## src/rtl/mel_frame_serializer_if.sv

```systemverilog
// Frame-in / coefficient-out bundle for the mel frame serializer.
// slave is the serializer's view, master is the producer/consumer side.
interface mel_frame_serializer_if #(
  parameter int unsigned NUM_BANDS   = 40,
  parameter int unsigned WIDTH       = 16,
  parameter int unsigned FRAME_CNT_W = 8
);
  logic [WIDTH-1:0]       in [NUM_BANDS];
  logic                   s_valid;
  logic                   s_ready;
  logic [WIDTH-1:0]       m_data;
  logic [5:0]             m_index;
  logic [FRAME_CNT_W-1:0] m_frame;
  logic                   m_last;
  logic                   m_valid;
  logic                   m_ready;

  modport slave (
    input  in, s_valid, m_ready,
    output s_ready, m_data, m_index, m_frame, m_last, m_valid
  );

  modport master (
    output in, s_valid, m_ready,
    input  s_ready, m_data, m_index, m_frame, m_last, m_valid
  );
endinterface

```

## src/rtl/mel_frame_serializer.sv

```systemverilog
// Double-buffered parallel-to-serial converter for 40-band mel energy frames.
// Each frame is emitted as NUM_BANDS tagged beats in capture order.
module mel_frame_serializer #(
  parameter int unsigned NUM_BANDS   = 40,
  parameter int unsigned WIDTH       = 16,
  parameter int unsigned FRAME_CNT_W = 8
) (
  input logic                  clk,
  input logic                  reset,
  mel_frame_serializer_if.slave bus
);
  localparam int unsigned      IDX_W    = 6;
  localparam logic [IDX_W-1:0] LAST_IDX = IDX_W'(NUM_BANDS - 1);

  logic [WIDTH-1:0]       bank_q [2][NUM_BANDS];
  logic [1:0]             full_q, full_d;
  logic                   wr_sel_q, wr_sel_d;
  logic                   rd_sel_q, rd_sel_d;
  logic [IDX_W-1:0]       idx_q, idx_d;
  logic [FRAME_CNT_W-1:0] frame_q, frame_d;
  logic                   s_ready_q;

  logic capture;
  logic beat;
  logic m_valid;
  logic m_last;

  always_comb begin
    m_valid  = full_q[rd_sel_q];
    m_last   = (idx_q == LAST_IDX);
    capture  = bus.s_valid & s_ready_q;
    beat     = m_valid & bus.m_ready;

    full_d   = full_q;
    wr_sel_d = wr_sel_q;
    rd_sel_d = rd_sel_q;
    idx_d    = idx_q;
    frame_d  = frame_q;

    // Capture and release always hit different banks, so both may apply.
    if (capture) begin
      full_d[wr_sel_q] = 1'b1;
      wr_sel_d         = ~wr_sel_q;
    end

    if (beat) begin
      if (m_last) begin
        idx_d            = '0;
        full_d[rd_sel_q] = 1'b0;
        rd_sel_d         = ~rd_sel_q;
        frame_d          = frame_q + 1'b1;
      end else begin
        idx_d = idx_q + 1'b1;
      end
    end
  end

  always_ff @(posedge clk or posedge reset) begin
    if (reset) begin
      full_q    <= '0;
      wr_sel_q  <= 1'b0;
      rd_sel_q  <= 1'b0;
      idx_q     <= '0;
      frame_q   <= '0;
      s_ready_q <= 1'b0;
    end else begin
      full_q    <= full_d;
      wr_sel_q  <= wr_sel_d;
      rd_sel_q  <= rd_sel_d;
      idx_q     <= idx_d;
      frame_q   <= frame_d;
      // Registered from next-state flags: no m_ready -> s_ready path.
      s_ready_q <= ~full_d[wr_sel_d];
    end
  end

  always_ff @(posedge clk) begin
    if (capture) begin
      bank_q[wr_sel_q] <= bus.in;
    end
  end

  // Data is masked while empty so outputs read zero out of reset.
  assign bus.m_data  = m_valid ? bank_q[rd_sel_q][idx_q] : '0;
  assign bus.m_index = idx_q;
  assign bus.m_frame = frame_q;
  assign bus.m_last  = m_last;
  assign bus.m_valid = m_valid;
  assign bus.s_ready = s_ready_q;
endmodule

```

## src/flat_wrapper.sv

```systemverilog
// flat-port wrapper written by rule: the top's interface ports become plain ports
module mel_frame_serializer_flat 
#(
  parameter int unsigned NUM_BANDS   = 40,
  parameter int unsigned WIDTH       = 16,
  parameter int unsigned FRAME_CNT_W = 8
)
  (clk, reset, bus_in, bus_s_valid, bus_m_ready, bus_s_ready, bus_m_data, bus_m_index, bus_m_frame, bus_m_last, bus_m_valid);
  mel_frame_serializer_if #(.NUM_BANDS(NUM_BANDS), .WIDTH(WIDTH), .FRAME_CNT_W(FRAME_CNT_W)) bus_i ();
  input logic clk;
  input logic reset;
  input wire logic [$bits(bus_i.in)-1:0] bus_in;
  input wire logic [$bits(bus_i.s_valid)-1:0] bus_s_valid;
  input wire logic [$bits(bus_i.m_ready)-1:0] bus_m_ready;
  output wire logic [$bits(bus_i.s_ready)-1:0] bus_s_ready;
  output wire logic [$bits(bus_i.m_data)-1:0] bus_m_data;
  output wire logic [$bits(bus_i.m_index)-1:0] bus_m_index;
  output wire logic [$bits(bus_i.m_frame)-1:0] bus_m_frame;
  output wire logic [$bits(bus_i.m_last)-1:0] bus_m_last;
  output wire logic [$bits(bus_i.m_valid)-1:0] bus_m_valid;
  assign bus_i.in = {>>{bus_in}};
  assign bus_i.s_valid = bus_s_valid;
  assign bus_i.m_ready = bus_m_ready;
  assign bus_s_ready = bus_i.s_ready;
  assign bus_m_data = bus_i.m_data;
  assign bus_m_index = bus_i.m_index;
  assign bus_m_frame = bus_i.m_frame;
  assign bus_m_last = bus_i.m_last;
  assign bus_m_valid = bus_i.m_valid;
  mel_frame_serializer #(.NUM_BANDS(NUM_BANDS), .WIDTH(WIDTH), .FRAME_CNT_W(FRAME_CNT_W)) u_core (.clk(clk), .reset(reset), .bus(bus_i));
endmodule
```

## config.mk

```make
export PLATFORM = sky130hd
export DESIGN_NAME = mel_frame_serializer_flat
export DESIGN_NICKNAME = d
export VERILOG_FILES = /design/src/rtl/mel_frame_serializer_if.sv /design/src/rtl/mel_frame_serializer.sv /design/src/flat_wrapper.sv
export SDC_FILE = /design/constraint.sdc
export NUM_CORES = 1
export LEC_CHECK = 0
export BUFFER_PORTS_ARGS = -buffer_cell sky130_fd_sc_hd__buf_2
export CAP_MARGIN = 20
export CORE_UTILIZATION = 30
export CTS_CLUSTER_SIZE = 25
export DETAILED_ROUTE_END_ITERATION = 10
export GPL_TIMING_DRIVEN = 0
export PLACE_DENSITY = 0.52
export SYNTH_ARGS = -nofsm -noshare
export SYNTH_HDL_FRONTEND = slang
export SYNTH_SLANG_ARGS = --single-unit
```

## constraint.sdc

```tcl
create_clock -name clk -period 46.2 [get_ports clk]
set_input_delay 13.86 -clock clk [delete_from_list [all_inputs] [get_ports clk]]
set_output_delay 13.86 -clock clk [all_outputs]
set_load 0.01 [all_outputs]
```

==> impl.org, run 1 <==
** Synthesis
- Synthesized netlist cell count :: 2095
- Post-synthesis net count :: 2743
- Yosys top cell by area :: sky130_fd_sc_hd__edfxtp_1
- In this run, synthesis produced a sequential element count of 1299.
- Cells taking the most area after synthesis :: sky130_fd_sc_hd__edfxtp_1, sky130_fd_sc_hd__mux4_2, sky130_fd_sc_hd__mux2i_1
- Of the post-synthesis cell area, the dominant cell type holds 0.7742.
- Of all flip-flops after synthesis, the portion carrying an async set or reset was 0.01463.
- Share of the yosys chip area belonging to registers :: 0.7838
- Ys Warns :: 0
- The synthesized design contains 1280 enable-type register cells.
- Most frequent cell after synthesis :: sky130_fd_sc_hd__edfxtp_1
- Among all flip-flop cells after synthesis, the most frequent one is sky130_fd_sc_hd__edfxtp_1.
- The average instance in the mapped netlist occupies 23.70 um^2.
- Cell types with the highest counts after synthesis :: sky130_fd_sc_hd__edfxtp_1, sky130_fd_sc_hd__mux4_2, sky130_fd_sc_hd__mux2i_1, sky130_fd_sc_hd__buf_2, sky130_fd_sc_hd__clkbuf_1
- Post-synthesis cell area :: 0.04965 mm^2
- The synthesized netlist contains 44 unique library cells.

** CTS
- TritonCTS clock tree :: done
- The longest clock path from root to sink contains 3 buffers.
- For this design, the CTS-stage hold fixing added 0 buffers.
- The number of gates resized after CTS was 0.
- The clock net in this run drives a total of 1299 sinks.
- The cell sitting at the root of the clock tree is a sky130_fd_sc_hd__clkbuf_16.
- After clock tree synthesis, the clock-pin slew on the worst setup and hold paths is 0.06 ns.
- The H-tree was split into 4 levels.
- In this run the post-CTS setup repair buffer count came out at 0.
- Clock Latency Late Sink :: about 0.80 ns
- Total clock buffers created by CTS :: 146

** Detailed routing
- DR vias/cell :: 4.831
- In the routed design, unresolved DRC markers number 0.
- Total wire length after detailed routing :: 157.6 mm
- The count of nets left with antenna violations once routing finished came out at 0.
- Across all layers, the routed design uses 25486 vias.
- Average wire length per cell after detail routing :: 29.88 um
- Number of optimization iterations in the first detailed-route pass :: 5
- Drt first-iter violations :: 2067

** Run status
- The run finished with clean final reports.

** Floorplan
- Starting density of the core :: 0.3036
- The region available for standard cell placement spans 0.1635 mm^2.
- Vertical die dimension :: 408.8 um
- Die area :: 0.1671 mm^2
- Die width :: 408.8 um
- In this run the core area contains between 100 and 150 standard-cell rows.
- For this design the top-level I/O count stands at 677.

** Power and ir drop
- P_leak :: 20.63 nW
- Power spread over the standard cell area amounts to 55.33 mW/mm^2.
- The worst-case IR drop observed on VDD is 0.03961 mV.

** Cells and area
- Fraction of layout instances using a drive strength above 1 :: 0.4330
- Number of nets in the layout :: 3603
- Summing all non-filler instances in the final layout gives an area of 0.06136 mm^2.
- Growth of design area from synthesis to finish :: 23.59%

** STA
- Transition time at the pin with the least slew margin :: 1.114 ns
- Slew HR :: 0.2575
- For this run, the top clock speed supported by timing is 0.05224 GHz.
- Final count of hold timing violations :: 0
- The clock arrives with 0.03128 ns of skew.
- Count of final max-slew check failures :: 0
- RSZ-0062 raised after global routing :: no
- The smallest clock period supported by the final layout is computed as around 19 ns.
- Fraction of the cycle the final worst path needs :: 0.4144
- Setup TNS :: 0 ns
- Setup violations remaining at the end of the flow were counted as 0.

** Critical path
- The worst register-to-register path begins at u_core.bus.s_ready.
- Traced cell by cell, the critical path runs through buf_2, buf_2, clkbuf_1, mux4_2, mux2i_1, o21ai_0, a22oi_1, nand2_1, buf_2.
- The worst setup path is of the register to output pin kind.
- The largest single stage delay on the critical path is roughly 0.76 ns.
- Critical Path Slowest Stage Cell :: sky130_fd_sc_hd__mux2i_1
- The worst setup path is captured at an output pin.
- Tracing the worst setup path back leads to its startpoint at u_core.bus.m_index[1].
- STA puts the critical path data required time at 32.34 ns.
- STA classifies the critical path startpoint as a register.
- Arrival time at the worst endpoint :: 5.28 ns
- By instance count, the cell type seen most on the critical path is sky130_fd_sc_hd__buf_2.
- In this run the worst path has a maximum fanout of 10.

** Global routing
- For this run, global-route usage on met1 was measured as 0.2298.
- Entering global routing, the biggest net connects 61 pins.
- met2 is the most crowded layer.
- The first global-routing pass estimated roughly 220 mm of wire.
- After global routing the overflow that remains totals 0.
- For met2 alone, demand over resource in global routing was 0.3183.
- In the global route stage, overall resource usage came out at 0.1883.
- In the global route stage, met3 resource usage came out at 0.06546.
- Number of antenna violations at the first check in global routing :: 164
- Number of global-route vias before repair :: 27065

** Place
- In this run the tool buffered the top-level ports with 676 buffer cells.
- Detailed placer's ending HPWL :: 118.3 mm
- After detailed placement, the total cell area comes to 0.05663 mm^2.
- The congestion estimate from routability-driven global placement came to 0.7642.

** Worst hold path
- HP Start :: u_core.bus.m_frame[7]
- The path class of the tightest hold or removal check is register to register.

** Flow run
- Across the run, the number of max-cap violations was 0.
## layout make-up
cell class	instances	area, um^2
Timing Repair Buffer	712	4252
Antenna cell	32	80.08
Inverter	11	41.29
Multi-Input combinational cell	672	10090
Sequential cell	1299	38910
Fill cell	14989	102200
Clock inverter	74	762.0
Buffer	113	623.1
Tap cell	2175	2721
Clock buffer	188	3872
## layer usage
layer  routed length [um]  up-vias  share of wire
li1                     -    10839              -
met2                78400      917           0.50
met4                 3672      116          0.023
met5                  682        -         0.0043
met1                62490    13206           0.40
met3                12400      408          0.079
## per-stage QoR
| stage | utilization | setup slack, ns | std cells | power [mW] | hold WS [ns] |
|---|---|---|---|---|---|
| floorplan | - | 16.52 | 2095 | 1.930 | 0.5075 |
| global placement | 0.3410 | 6.174 | 4946 | 2.418 | 0.4563 |
| detailed placement | 0.3463 | 27.60 | 4981 | 2.325 | 0.4615 |
| CTS | 0.3747 | 26.71 | 5243 | 3.457 | 0.4693 |
| global route | 0.3750 | 26.73 | 5262 | 3.530 | 0.4869 |
| finish | 0.3752 | 27.06 | 5276 | 3.395 | 0.4675 |
## cell families after synthesis
kind of cell,after synthesis,synth area share
AO/OA/AOI/OAI,126,0.01731
XOR/XNOR,10,0.001764
adder cells (fa/ha/maj),4,0.001008
buffers and inverters,124,0.01338
flip-flops,1299,0.7838
multiplexers,453,0.1745
AND/OR/NAND/NOR,79,0.008192
## report_power, final
part / internal, mW / switching (mW) / total, mW / leakage, nW
Sequential: 1.40 / 0.0207 / 1.42 / 11.8
Combinational: 0.293 / 0.555 / 0.848 / 6.56
Clock: 0.647 / 0.478 / 1.12 / 2.24
## registers in the layout, indices dropped and copies added, names as in the netlist
name / cells
u_core.full_q: 2
u_core.rd_sel_q: 1
u_core.bus.m_frame: 8
u_core.wr_sel_q: 1
u_core.bus.s_ready: 1
u_core.bus.m_index: 6
u_core.bank_q: 1280
## worst paths after layout
| check | slack, ns | end | cells past startpoint |
|---|---|---|---|
| worst max-delay path | 27.06 | bus_m_data[7] | 9 |
| worst min-delay path | 0.47 | u_core.bus.m_frame[7] | 1 |
| worst max register to register | 42.73 | u_core.bank_q[1][418] | 8 |
| worst min register to register | 0.47 | u_core.bus.m_frame[7] | 1 |
| max in group asynchronous | 32.40 | u_core.bus.m_index[0] | 2 |
| min in group asynchronous | 13.24 | u_core.bus.m_frame[4] | 2 |
## placed cells by master (no fill, tap or decap), drive strengths merged, types with 2 or more instances in the layout
| cell | count |
|---|---|
| a21oi | 22 |
| a221oi | 26 |
| a22oi | 14 |
| a311oi | 2 |
| and2 | 3 |
| buf | 789 |
| bufinv | 9 |
| clkbuf | 224 |
| clkinv | 53 |
| clkinvlp | 4 |
| dfrtp | 19 |
| diode | 32 |
| edfxtp | 1280 |
| ha | 4 |
| inv | 19 |
| mux2 | 11 |
| mux2i | 113 |
| mux4 | 329 |
| nand2 | 35 |
| nand2b | 2 |
| nand3 | 10 |
| nand3b | 4 |
| nand4 | 5 |
| nor2 | 7 |
| nor2b | 3 |
| nor4 | 4 |
| o211ai | 4 |
| o21ai | 21 |
| o22a | 2 |
| o22ai | 31 |
| xnor2 | 9 |
## critical path: cells and delay by family, from the launching register on
family,cells,cell delay [ns]
buf+inv,4,2.00
mux,2,1.18
compound gates,2,0.78
flops,1,0.38
simple gates,1,0.09
Note: power is estimated with default switching activity, not from simulation.
==> inputs of run 2 (changes only) <==
PLACE_DENSITY = 0.54   (was 0.52)
clock period = 16.6 ns   (was 46.2 ns; I/O delays follow)
==> run 2 against run 1 <==
- sequential cell count stayed put
- via count grew 0.21%
- routed wire length is essentially flat
- worst hold slack worse by 0.0058 ns
- critical path depth stayed put
- total power grew to 2.7 times the previous value
==> impl.org, run 2 (same netlist as run 1, synthesis figures left out) <==
** Floorplan
- Die area :: 0.1671 mm^2 (unchanged)
- The die width is 408.8 um (unchanged).
- The core area was 0.1635 mm^2 (unchanged).
- Top Ports :: 677 (unchanged)
- Starting density of the core :: 0.3036 (unchanged)
- The height of the die is 408.8 um (unchanged).
- Row count :: 148 (unchanged)

** Place
- Number of instances in the placed design :: 4979 (-0.040%)
- The final RePlAce weighted congestion came to 0.7701 (+0.77%).
- Detailed placer's ending HPWL :: 118.5 mm (+0.18%)
- The post-placement setup slack is 6.856 ns (-20.75 ns).
- Quantity of I/O buffers inserted on ports :: 676 (unchanged)

** CTS
- TritonCTS built the clock tree.
- The quantity of gates resized following cts was 0 (unchanged).
- Post-CTS Repair Setup Buffers :: 0 (unchanged)
- Number of buffers on the longest clock path :: 3 (unchanged)
- H-tree levels :: 4 (unchanged)
- Clock Latency Late Sink :: 0.79 ns (about the same)
- The count of hold-fix buffers inserted at cts was 0 (unchanged).
- Number of sinks handled by clock tree synthesis :: 1299 (unchanged)
- Total clock buffers created by CTS :: 145 (-0.68%)
- Root buf cell :: sky130_fd_sc_hd__clkbuf_16
- Clock input transition at the sequential cells of the worst setup and hold paths :: 0.06 ns (about the same)

** Power and ir drop
- Switching Fraction :: 0.3095 (-0.0008112)
- The portion of total power attributed to combinational logic was 0.252 (+0.002).
- Cell internal pwr :: 6.444 mW (+180%)
- The proportion of power drawn by the clock network was 0.323 (-0.008).
- The leakage component of the power was 20.49 nW (-0.64%).
- The relative contribution of sequential cells to total power was 0.424 (+0.005).
- Worst voltage drop across the vdd grid :: 0.1202 mV (+200%)
- The switching component of the power came to 2.889 mW (+170%).
- Total power per unit cell area :: 152.8 mW/mm^2 (+180%)

** Run status
- The flow ran to the end, and the final reports show no timing, DRC or antenna violations.

** Critical path
- Traced cell by cell, the critical path runs through buf_2, buf_2, clkbuf_1, buf_2, mux2i_1, o22ai_1, a22oi_1, nand2_1, buf_2.
- The worst setup path is captured at an output pin.
- Path depth of the worst reg2reg path :: 8 (unchanged)
- Stage delay of the slowest cell on the critical path :: 0.80 ns (+0.04 ns)
- Maximum fanout along the worst path :: 10 (unchanged)
- The cell that appears most often on the critical path is sky130_fd_sc_hd__buf_2.
- The worst setup path is launched from a register.
- The worst path required time was 11.62 ns (-20.72 ns).
- Critical Setup Path Class :: register to output pin
- Arrival time at the worst endpoint :: 5.37 ns (+0.09 ns)
- For this design, the slowest cell found on the critical path is sky130_fd_sc_hd__clkbuf_1.

** Detailed routing
- Number of nets still failing antenna checks after routing :: 0 (unchanged)
- The total routed wirelength was 157.7 mm (about the same).
- The starting DRC count in detailed routing is 2129 (+3.0%).
- Number of optimization iterations in the first detailed-route pass :: 5 (unchanged)
- The via count was 25539 (+0.21%).
- DR DRC count :: 0 (unchanged)
- The average routed wire per standard cell is 29.98 um (+0.33%).
- The average via count per standard cell came to 4.853 (+0.47%).

** Cells and area
- Non-filler cells, final :: 5262 (-0.27%)
- The area growth from synthesis to layout is 23.04%.
- u_core.bank_q holds more flip-flops than any other register.
- The number of nets in the final layout is 3600 (-0.083%).
- Most common cell after layout, fill and taps aside :: sky130_fd_sc_hd__edfxtp_1
- The number of flip-flops in the largest register is 1280 (unchanged).
- Fraction of layout instances using a drive strength above 1 :: 0.4309 (-0.002124)
- Most frequent cells in the layout :: sky130_fd_sc_hd__edfxtp_1, sky130_fd_sc_hd__buf_2, sky130_fd_sc_hd__mux4_2, sky130_fd_sc_hd__clkbuf_16, sky130_fd_sc_hd__mux2i_1

** Worst hold path
- The number of stages on the worst hold path was 1 (unchanged).
- The path class of the tightest hold or removal check is register to register.

** Global routing
- The residual overflow from global routing is 0 (unchanged).
- The first-pass GRT wire length is 214.0 mm (-0.47%).
- The number of antenna violations at the first check in global routing is 172 (+4.9%).
- Number of global-route vias before repair :: 26847 (-0.81%)
- The maximum number of pins on one net before global-route repair was 61 (unchanged).
- GRT Resource Usage Total :: 0.1877 (-0.0005931)

** STA
- Count of final max-slew check failures :: 0 (unchanged)
- After layout, the minimum clock period comes to 10.35 ns.
- Of the available clock period, the critical path in the final layout requires 0.6238.
- The total setup violations reported at the end of the flow is 0 (unchanged).
- Crit path setup slack, layout :: 6.245 ns (-20.81 ns)
- Based on the critical path, the design can be clocked at up to 0.09657 GHz.
- Setup repair after global routing left no endpoint under its margin.
- The worst-margin pin slew came to 1.228 ns (+0.1145 ns).
- Clock Skew :: 0.02465 ns (-0.006637 ns)
- The hold violation count in the final report was 0 (unchanged).
- Slew HR :: 0.1811 (-0.07632)

** Flow run
- Maximum capacitance violations :: 0 (unchanged)
-- run 2: changes by cell type in the layout (fill, tap and decap cells not counted), sizes merged --
cell / delta
clkinv: -14
clkbuf: -2
inv: +1
buf: -2
diode: +8
bufinv: -3
clkinvlp: -2
-- run 2: power by group through the flow --
stage | logic, mW | clock network (mW) | registers, mW
after floorplan | 1.15 | 0 | 4.22
after global placement | 2.33 | 0 | 4.38
after detailed placement | 2.42 | 0 | 4.03
after CTS | 2.42 | 3.10 | 3.96
after global routing | 2.49 | 3.21 | 3.98
final | 2.35 | 3.02 | 3.96
-- run 2: cell type report --
cell class | count | area, um^2
Inverter | 11 | 41.29
Antenna cell | 40 | 100.1
Timing Repair Buffer | 710 | 4202
Clock buffer | 186 | 3867
Buffer | 113 | 623.1
Multi-Input combinational cell | 672 | 10090
Sequential cell | 1299 | 38910
Clock inverter | 56 | 524.3
Tap cell | 2175 | 2721
Fill cell | 15044 | 102400
-- run 2: final timing paths --
check / from / end / slack (ns)
worst min-delay path: u_core.bus.m_frame[7] / u_core.bus.m_frame[7] / 0.46
max in group asynchronous: reset / u_core.bus.m_frame[0] / 11.74
worst max-delay path: u_core.bus.m_index[1] / bus_m_data[10] / 6.25
min in group asynchronous: reset / u_core.bus.s_ready / 4.35
worst min register to register: u_core.bus.m_frame[7] / u_core.bus.m_frame[7] / 0.46
worst max register to register: u_core.bus.s_ready / u_core.bank_q[0][438] / 13.12
-- run 2: layer usage --
| layer | GRT usage | share of wire | wire, um |
|---|---|---|---|
| met5 | 0 | 0.0044 | 697 |
| met4 | 0.05192 | 0.028 | 4413 |
| met3 | 0.06027 | 0.077 | 12190 |
| met2 | 0.3176 | 0.50 | 78230 |
| met1 | 0.2290 | 0.39 | 62220 |
-- run 2: per-stage QoR --
stage           TNS, ns  hold slack (ns)  power [mW]  area (um^2)  utilization
2_1_floorplan  -5377.34           0.5075       5.370        49650            -
3_3_place_gp          -           0.4536       6.717        55750       0.3410
3_5_place_dp          0           0.4604       6.445        56580       0.3460
4_1_cts               0           0.4688       9.481        60970       0.3729
5_1_grt               0           0.5192       9.676        61040       0.3733
6_report              0           0.4618       9.332        61080       0.3736
-- run 2: worst max-delay path: cells and delay by family (launching register included) --
| family | cells | cell delay (ns) |
|---|---|---|
| AO/OA/AOI/OAI | 2 | 0.73 |
| buffers and inverters | 5 | 2.62 |
| flip-flops | 1 | 0.37 |
| multiplexers | 1 | 0.43 |
| AND/OR/NAND/NOR | 1 | 0.35 |
==> inputs of run 3 (changes only) <==
clock period = 9.2 ns   (was 16.6 ns; I/O delays follow)
==> run 3 against run 2 <==
- critical path depth did not move
- clock power increased by 92%
- non-clock buffer count decreased by 2
- sequential cell count did not move
- highest routed layer unchanged
- sequential power up 80%
- count of clock-buffer cells in the layout down 18
- total power increased by 84%
- sequential share of layout area shrank 0.34 points
- via count is 0.15% lower
==> impl.org, run 3 (same netlist as run 1, synthesis figures left out) <==
** Critical path
- The highest fanout seen on the critical path was 10 (unchanged).
- Grouping stages by cell kind, the critical path spends the most delay in buffers and inverters.
- Stage delay of the slowest cell on the critical path :: 0.79 ns (about the same)
- Dominant cell type by count on the critical path :: sky130_fd_sc_hd__buf_2
- The data arrival time of the critical path is 5.42 ns (+0.05 ns).
- The worst setup path is launched from a register.
- Required time worst endpoint :: 6.44 ns (-5.18 ns)
- The critical path is of the register to output pin type.
- The signal on the critical path passes through buf_2, buf_2, clkbuf_1, buf_2, mux2i_1, o22ai_1, a22oi_1, nand2_1, buf_2.
- Startpoint of the most critical register-to-register path :: u_core.bus.m_index[1]
- Setup crit end kind :: output pin
- Critical Path Slowest Stage Cell :: sky130_fd_sc_hd__clkbuf_1
- Setup crit start :: u_core.bus.m_index[1]
- WP buf/inv :: 5 (unchanged)

** STA
- Clock Skew :: 0.01664 ns (-0.008010 ns)
- The setup TNS after final layout came to 0 ns (unchanged).
- The worst-margin pin slew came to 1.103 ns (-0.1250 ns).
- The hold violation count in the final report was 0 (unchanged).
- Derived from the worst setup path, the maximum achievable clock frequency is around 0.12 GHz.
- The worst setup slack after layout was 1.021 ns (-5.225 ns).
- The relative max-transition margin was 0.2645 (+0.08334).
- The count of final max-slew check failures is 0 (unchanged).
- RSZ-0062 raised after global routing :: no
- Of the available clock period, the critical path in the final layout requires 0.8891.
- The total setup violations reported at the end of the flow is 0 (unchanged).
- Minimum clock period after layout :: 8.179 ns

** Cells and area
- Finished Cell Area :: 0.06141 mm^2 (+0.53%)
- Fraction of layout instances using a drive strength above 1 :: 0.4371 (+0.006196)
- The number of nets in the final layout came to 3596 (-0.11%).
- Most flop-heavy register :: u_core.bank_q
- The final cell utilization of the core came to 0.3756 (+0.001989).
- Most frequent cells in the layout :: sky130_fd_sc_hd__edfxtp_1, sky130_fd_sc_hd__buf_2, sky130_fd_sc_hd__mux4_2, sky130_fd_sc_hd__clkbuf_16, sky130_fd_sc_hd__mux2i_1
- The library cell used most frequently in the layout, excluding fill and tap cells, is sky130_fd_sc_hd__edfxtp_1.
- Area taken by multi-input logic gates :: 0.01009 mm^2 (unchanged)
- The number of flip-flops in the largest register is 1280 (unchanged).
- The area occupied by registers came to 0.03891 mm^2 (unchanged).
- Total of fill cells in the finished design :: 14987 (-0.38%)
- The area growth from synthesis to layout is 23.70%.

** Power and ir drop
- The switching component of the power was 5.268 mW (+82%).
- P_leak :: 20.67 nW (+0.88%)
- Worst voltage drop across the vdd grid :: 0.1990 mV (+66%)
- The proportion of power drawn by the clock network came to 0.338 (+0.015).
- Sequential group share of total power :: 0.416 (-0.008)
- The portion of total power attributed to combinational logic is 0.246 (-0.006).
- Cell internal pwr :: 11.89 mW (+85%)
- Total power per unit cell area :: 279.5 mW/mm^2 (+83%)
- Switching Fraction :: 0.3069 (-0.002590)

** Detailed routing
- The average via count per standard cell came to 4.832 (-0.43%).
- The starting DRC count in detailed routing is 2127 (-0.094%).
- DR DRC count :: 0 (unchanged)
- The number of nets with antenna violations after routing was 0 (unchanged).
- The average routed wire per standard cell was 29.93 um (-0.15%).
- The total routed wirelength came to 158.0 mm (+0.13%).
- The via count is 25501 (-0.15%).
- Number of optimization iterations in the first detailed-route pass :: 6 (+1)

** Floorplan
- The die width came to 408.8 um (unchanged).
- The height of the die came to 408.8 um (unchanged).
- The I/O pin count came to 677 (unchanged).
- The area enclosed by the die boundary was 0.1671 mm^2 (unchanged).
- The core area came to 0.1635 mm^2 (unchanged).
- Starting density of the core :: 0.3036 (unchanged)
- Row count :: 148 (unchanged)

** Global routing
- Global-route wire length before repair :: 213.7 mm (-0.16%)
- Number of global-route vias before repair :: 26742 (-0.39%)
- Pin count of the biggest net entering global routing :: 63 (+3.3%)
- The residual overflow from global routing was 0 (unchanged).
- The global-route usage over all layers came to 0.1874 (-0.0002723).
- The number of antenna violations at the first check in global routing is 160 (-7.0%).

** Worst hold path
- The min-delay analysis places its worst path in the category register to register.
- HP Start :: u_core.bus.m_frame[7]

** CTS
- Number of buffers on the longest clock path :: 3 (unchanged)
- Root buf cell :: sky130_fd_sc_hd__clkbuf_16
- The quantity of gates resized following cts came to 0 (unchanged).
- TritonCTS built the clock tree.
- Clock Latency Late Sink :: 0.79 ns (about the same)
- Number of sinks handled by clock tree synthesis :: 1299 (unchanged)
- H-tree levels :: 4 (unchanged)
- Total clock buffers created by CTS :: 143 (-1.4%)
- The post-CTS setup buffer count came to 0 (unchanged).
- The clock input transition at the sequential cells of the worst setup and hold paths came to 0.06 ns (about the same).
- Hold bufs inserted after CTS :: 0 (unchanged)

** Place
- The post-placement setup slack came to 1.705 ns (-5.152 ns).
- Routability cong. :: 0.7599 (-1.3%)
- The detailed-placement wirelength estimate was 117.9 mm (-0.47%).
- The count of buffers inserted at the top-level ports was 676 (unchanged).
- Total cell area at the placement stage :: 0.05655 mm^2 (about the same)

** Run status
- Run status :: finished, final reports clean

** Flow run
- The total of max-cap violations is 0 (unchanged).
run 3: changes by cell type in the layout (fill, tap and decap cells not counted), sizes merged:
cell      delta
clkbuf      -18
diode        +1
buf          -2
bufinv       +9
clkinv      +26
clkinvlp     +2
inv          -3
run 3: worst paths after layout:
kind / endpoint / slack [ns] / cells after the start
min in group asynchronous: u_core.bus.m_frame[5] / 2.11 / 2
min: u_core.bus.m_frame[7] / 0.47 / 1
min reg2reg: u_core.bus.m_frame[7] / 0.47 / 1
max reg2reg: u_core.bus.m_index[1] / 6.01 / 6
max in group asynchronous: u_core.bus.m_index[0] / 6.58 / 2
max: bus_m_data[10] / 1.02 / 9
run 3: cell type report:
type	count	area share
Antenna cell	41	0.001671
Timing Repair Buffer	708	0.06772
Sequential cell	1299	0.6336
Buffer	113	0.01015
Clock inverter	90	0.01491
Inverter	11	0.0006724
Clock buffer	168	0.06255
Multi-Input combinational cell	672	0.1644
Tap cell	2175	0.04431
run 3: per-layer routing:
metal | global-route usage | wire length [um] | vias up
met5 | 0 | 645 | -
met3 | 0.05442 | 11450 | 395
li1 | - | - | 10828
met1 | 0.2304 | 62890 | 13256
met4 | 0.06432 | 4397 | 114
met2 | 0.3139 | 78580 | 908
run 3: stage by stage:
stage	power, mW	std cells	hold WS (ns)
6_report	17.16	5277	0.4718
5_1_grt	17.78	5260	0.5199
4_1_cts	17.46	5236	0.4754
3_5_place_dp	11.63	4978	0.4637
3_3_place_gp	11.81	4946	0.4592
2_1_floorplan	9.498	2095	0.5075
run 3: power by group through the flow:
stage	Combinational, mW	Clock, mW	Sequential (mW)
4_1_cts	4.37	5.94	7.14
6_report	4.22	5.80	7.14
5_1_grt	4.47	6.14	7.17
3_3_place_gp	4.22	0	7.58
2_1_floorplan	2.07	0	7.43
3_5_place_dp	4.36	0	7.27
